### src/rtl/rx_byte_assembler_pkg.sv
// Shared rx definitions: assembler state encoding and byte/parity geometry.
package rx_byte_assembler_pkg;

  localparam int unsigned BYTE_BITS                 = 8;
  localparam int unsigned BITS_PER_BYTE_WITH_PARITY = 9;
  localparam int unsigned CNT_W                     = 4;  // holds 0..8

  typedef enum logic [1:0] {
    IDLE = 2'd0,
    RX   = 2'd1,
    ERR  = 2'd2
  } rx_state_t;

endpackage

### src/rtl/rx_byte_assembler.sv
// Assembles LSB-first received bits (each byte followed by an odd parity bit)
// into byte-level events. All outputs are registered, one clk after the
// input pulse that completes the event.
//
// Ports:
//   clk, rst_n            clock, asynchronous active-low reset
//   in_soc, in_eoc        start/end of frame pulses
//   in_error              framing/line error pulse
//   in_data_valid, in_data  one received bit per valid pulse
//   out_soc, out_eoc, out_error, out_data_valid  byte-level event flags
//   out_data              assembled byte
//   out_data_bits         0 = full byte, 1..7 = bits in a partial final byte
module rx_byte_assembler
  import rx_byte_assembler_pkg::*;
(
  input  logic       clk,
  input  logic       rst_n,
  input  logic       in_soc,
  input  logic       in_eoc,
  input  logic       in_error,
  input  logic       in_data_valid,
  input  logic       in_data,
  output logic       out_soc,
  output logic       out_eoc,
  output logic       out_error,
  output logic       out_data_valid,
  output logic [7:0] out_data,
  output logic [2:0] out_data_bits
);

  rx_state_t              state_q, state_d;
  logic [CNT_W-1:0]       cnt_q, cnt_d;
  logic                   par_q, par_d;
  logic                   seen_q, seen_d;
  logic [BYTE_BITS-1:0]   data_q, data_d;

  logic                   soc_d, eoc_d, err_d, dv_d;
  logic [BYTE_BITS-1:0]   odata_d;
  logic [2:0]             obits_d;

  // State, frame accumulators and registered outputs
  always_ff @(posedge clk or negedge rst_n) begin
    if (!rst_n) begin
      state_q        <= IDLE;
      cnt_q          <= '0;
      par_q          <= 1'b0;
      seen_q         <= 1'b0;
      data_q         <= '0;
      out_soc        <= 1'b0;
      out_eoc        <= 1'b0;
      out_error      <= 1'b0;
      out_data_valid <= 1'b0;
      out_data       <= 8'h00;
      out_data_bits  <= 3'd0;
    end else begin
      state_q        <= state_d;
      cnt_q          <= cnt_d;
      par_q          <= par_d;
      seen_q         <= seen_d;
      data_q         <= data_d;
      out_soc        <= soc_d;
      out_eoc        <= eoc_d;
      out_error      <= err_d;
      out_data_valid <= dv_d;
      out_data       <= odata_d;
      out_data_bits  <= obits_d;
    end
  end

  // Next-state and event decode; in_soc restarts, then in_eoc beats bits
  always_comb begin
    state_d = state_q;
    cnt_d   = cnt_q;
    par_d   = par_q;
    seen_d  = seen_q;
    data_d  = data_q;
    soc_d   = 1'b0;
    eoc_d   = 1'b0;
    err_d   = 1'b0;
    dv_d    = 1'b0;
    odata_d = '0;
    obits_d = 3'd0;

    if (in_soc) begin
      state_d = RX;
      cnt_d   = '0;
      par_d   = 1'b0;
      seen_d  = 1'b0;
      data_d  = '0;
      soc_d   = 1'b1;
    end else begin
      unique case (state_q)
        IDLE: ;
        ERR: begin
          if (in_eoc) begin
            eoc_d   = 1'b1;
            err_d   = 1'b1;
            state_d = IDLE;
          end
        end
        RX: begin
          if (in_eoc) begin
            eoc_d   = 1'b1;
            state_d = IDLE;
            if (in_error) begin
              err_d = 1'b1;
            end else if (cnt_q == '0) begin
              err_d = !seen_q;  // empty frame
            end else if (cnt_q == CNT_W'(BYTE_BITS)) begin
              err_d = 1'b1;     // parity bit never arrived
            end else begin
              // Bits above cnt are zero since data is cleared per byte
              dv_d    = 1'b1;
              odata_d = data_q;
              obits_d = cnt_q[2:0];
            end
          end else if (in_error) begin
            err_d   = 1'b1;
            state_d = ERR;
          end else if (in_data_valid) begin
            if (cnt_q == CNT_W'(BYTE_BITS)) begin
              if (par_q ^ in_data) begin
                dv_d    = 1'b1;
                odata_d = data_q;
                seen_d  = 1'b1;
              end else begin
                err_d   = 1'b1;
                state_d = ERR;
              end
              cnt_d  = '0;
              par_d  = 1'b0;
              data_d = '0;
            end else begin
              data_d[cnt_q[2:0]] = in_data;
              par_d              = par_q ^ in_data;
              cnt_d              = cnt_q + CNT_W'(1);
            end
          end
        end
        default: state_d = IDLE;
      endcase
    end
  end

endmodule

### config.mk
export PLATFORM = sky130hd
export DESIGN_NAME = rx_byte_assembler
export DESIGN_NICKNAME = d
export VERILOG_FILES = /design/src/rtl/rx_byte_assembler_pkg.sv /design/src/rtl/rx_byte_assembler.sv
export SDC_FILE = /design/constraint.sdc
export NUM_CORES = 1
export LEC_CHECK = 0
export CAP_MARGIN = 20
export CORE_MARGIN = 3
export CORE_UTILIZATION = 35
export DETAILED_ROUTE_END_ITERATION = 8
export SLEW_MARGIN = 20
export SYNTH_ARGS = -nofsm -noshare
export SYNTH_HDL_FRONTEND = slang
export SYNTH_SLANG_ARGS = --single-unit
export TNS_END_PERCENT = 5
### constraint.sdc
create_clock -name clk -period 4.2 [get_ports clk]
set_clock_uncertainty 0.15 [all_clocks]
set_input_delay 0.84 -clock clk [delete_from_list [all_inputs] [get_ports clk]]
set_output_delay 0.84 -clock clk [all_outputs]
set_load 0.1 [all_outputs]
==> results.toml <==
[yosys]
synth_compound_area_frac = 0.160
synth_top_family_by_area = "simple AND/OR/NAND/NOR gates"
syn-cell-area_um2 = 1440
synth_xor_area_frac = 0.00608
synth_commonest_cells = "31 x dfrtp_1, 14 x nand2_1, 10 x a21oi_1, 10 x and2_1"
yosysSeqAreaShare = 0.539
async_flop_share = 1.00
ys_warn_count = 0
syn_inst = 131
synth-simple-area-share = 0.215
synth_nets = 143
synth_area_leaders = "dfrtp_1 54%, and2_1 4.3%, ha_1 4.3%, a32o_1 4.2%, nand2_1 3.6%"
synth.distinct_cells = 40
ys_seq_elements = 31
post-synth-top-area-fraction = 0.539
synth_edf_count = 0
avgSynthCellArea_um2 = 11.0
synthFlopType = "dfrtp_1"
synthMuxAreaShare = 0
yosysMostFrequentCell = "dfrtp_1"
synthAdderAreaFrac = 0.0434
synth_top_area_cell = "dfrtp_1"

[global_route]
antenna_found_initial = 0
grt_pass1_vias = 1066
grt_util_all_layers = 0.127
grt_overflow = 0
grt_max_degree = 32
grt_pass1_wl_um = 5010

[floorplanning]
die_area_um2 = 4920
die_w_um = 70.1
ios = 22
fp-row-count = 22
core-area_um2 = 3800
die_h_um = 70.1
start_util = 0.379

[cells_and_area]
synthToLayoutAreaGrowth_pct = 25.3
nNetsFinal = 167
n_antenna_cell = 0
final_cells = 204
drive_gt1_frac = 0.0833

[route]
routed_wl_um = 2850
drc = 0
num_vias = 1072
detail-route-antenna-nets = 0
avgViaCountPerCell = 5.25
routedWlPerCell_um = 14.0
drt_iter0_drc = 39
drt-pass1-iter-count = 4

[min_path]
hp-class = "flop to flop"

[sta]
max_freq_mhz = 366
setup_viol = 0
fin_tns_setup_ns = 0
final_hold_viol_count = 0
slew_violations = 0
worst_pin_slew_ns = 0.970
fin_crit_sh = 0.650
rsz0062_at_grt = "no"
fin_crit_ns = 2.73
slew_headroom = 0.351

[clocking]
htreeDepth = 2
cts.clk_slew.worst_paths_ns = 0.07
root_buffer = "clkbuf_8"
cts_tree = "yes"
cts.sinks = 31
postCtsSetupRepairBufs = 0
cts.path.max_buffers = 2
ctsResizeCount = 0
clock_latency_ns = 0.28
ctsHoldBuffers = 0
cts_buffers = 5

[critical_path]
rrSetupSlack_ns = 2.07
critical_path_arrival_ns = 1.74
cp-end-kind = "output port"
critPathMaxStageDelay_ns = 1.13
cp_top_family = "buffers and inverters"
start_kind = "flop"
required_ns = 3.21
cp_slowest_cell = "clkdlybuf4s50_1"
timing_worst_setup_path_type = "flop to output port"
critPathBufInv = 1
cp_max_fo = 1
crit_chain = "clkdlybuf4s50_1"

[placed_design]
port_buffers = 21
hpwl_um = 2070
dp.cells = 196
place.gp.congestion = 0.901

[job]
maxCapViolCount = 0

[pwr]
vdd_ir_drop_max_v = 0.000164
powerDensity_nw_per_um2 = 377
leakagePower_nw = 0.810

[status]
status = "finished clean"
state kept, by name, indices dropped and copies added (netlist names):
signal          cells
out_soc             1
cnt_q               4
state_q             2
out_data_bits       3
par_q               1
seen_q              1
out_data_valid      1
out_data            8
out_error           1
data_q              8
out_eoc             1
path summary, 6_finish.rpt:
| path | cells after the start | to | startpoint |
|---|---|---|---|
| hold reg to reg | 1 | out_data[1] | data_q[1] |
| max in group asynchronous | 2 | out_data_bits[0] | rst_n |
| min in group asynchronous | 2 | cnt_q[2] | rst_n |
| setup / recovery | 1 | out_data[7] | out_data[7] |
| setup reg to reg | 6 | data_q[3] | state_q[1] |
| hold / removal | 1 | out_data[1] | data_q[1] |
routing by layer:
layer  global-route usage  part of all wire  vias up
li1                     -                 -      523
met1                0.167              0.46      514
met2                0.194              0.47       31
met3               0.0403             0.059        4
met4               0.0511             0.013        0
met5                    0                 0        -
kinds of logic after synthesis:
family,count (synthesis)
xor gates and xnor gates,1
and+or+nand+nor,52
DFF,31
AOI/OAI and AO/OA,31
buffers and inverters,11
adders and majority gates,5
metrics by stage:
stage / hold slack [ns] / utilization / total power, W / instance area [um^2] / worst slack (ns)
final: 0.332 / 0.475 / 0.000681 / 1800 / 1.47
after global placement: 0.324 / 0.444 / 0.000384 / 1690 / 1.24
after detailed placement: 0.320 / 0.444 / 0.000386 / 1690 / 1.28
after floorplan: 0.304 / - / 0.000360 / 1440 / 2.18
after CTS: 0.337 / 0.475 / 0.000688 / 1800 / 1.45
after global routing: 0.357 / 0.475 / 0.000709 / 1800 / 1.38
worst reg2reg max path, stage by stage, from the launching register on:
cell and delay (ns):
dfrtp_1 0.40, inv_1 0.10, ha_1 0.24, and4bb_1 0.40
and3_1 0.27, nor3b_2 0.31, a31o_1 0.19
layout by cell type, fill, tap and decap left out, drive strengths merged, types with 4 or more instances in the layout:
cell type and instances:
clkdlybuf4s50 21, and2 10, nand3 4, a21oi 10, nand2 14, clkbuf 6, inv 6, dfrtp 31
and3 5, ha 5, a32o 6, nor2 6
report_power, final:
part / internal, W / switching (W) / total [W]
registers: 0.000304 / 0.00000376 / 0.000308
clock network: 0.000192 / 0.000109 / 0.000301
logic: 0.0000232 / 0.0000490 / 0.0000722
total: 0.000519 / 0.000162 / 0.000681
area by class of cell:
type	count	area [um^2]
clock buffers	6	82.6
well taps	48	60.1
clock inverters	2	35.0
multi-input cells	89	611
repair buffers	22	218
flip-flops and latches	31	776
fillers	344	1990
inverters	6	22.5
Power figures use the tool's default switching activity.
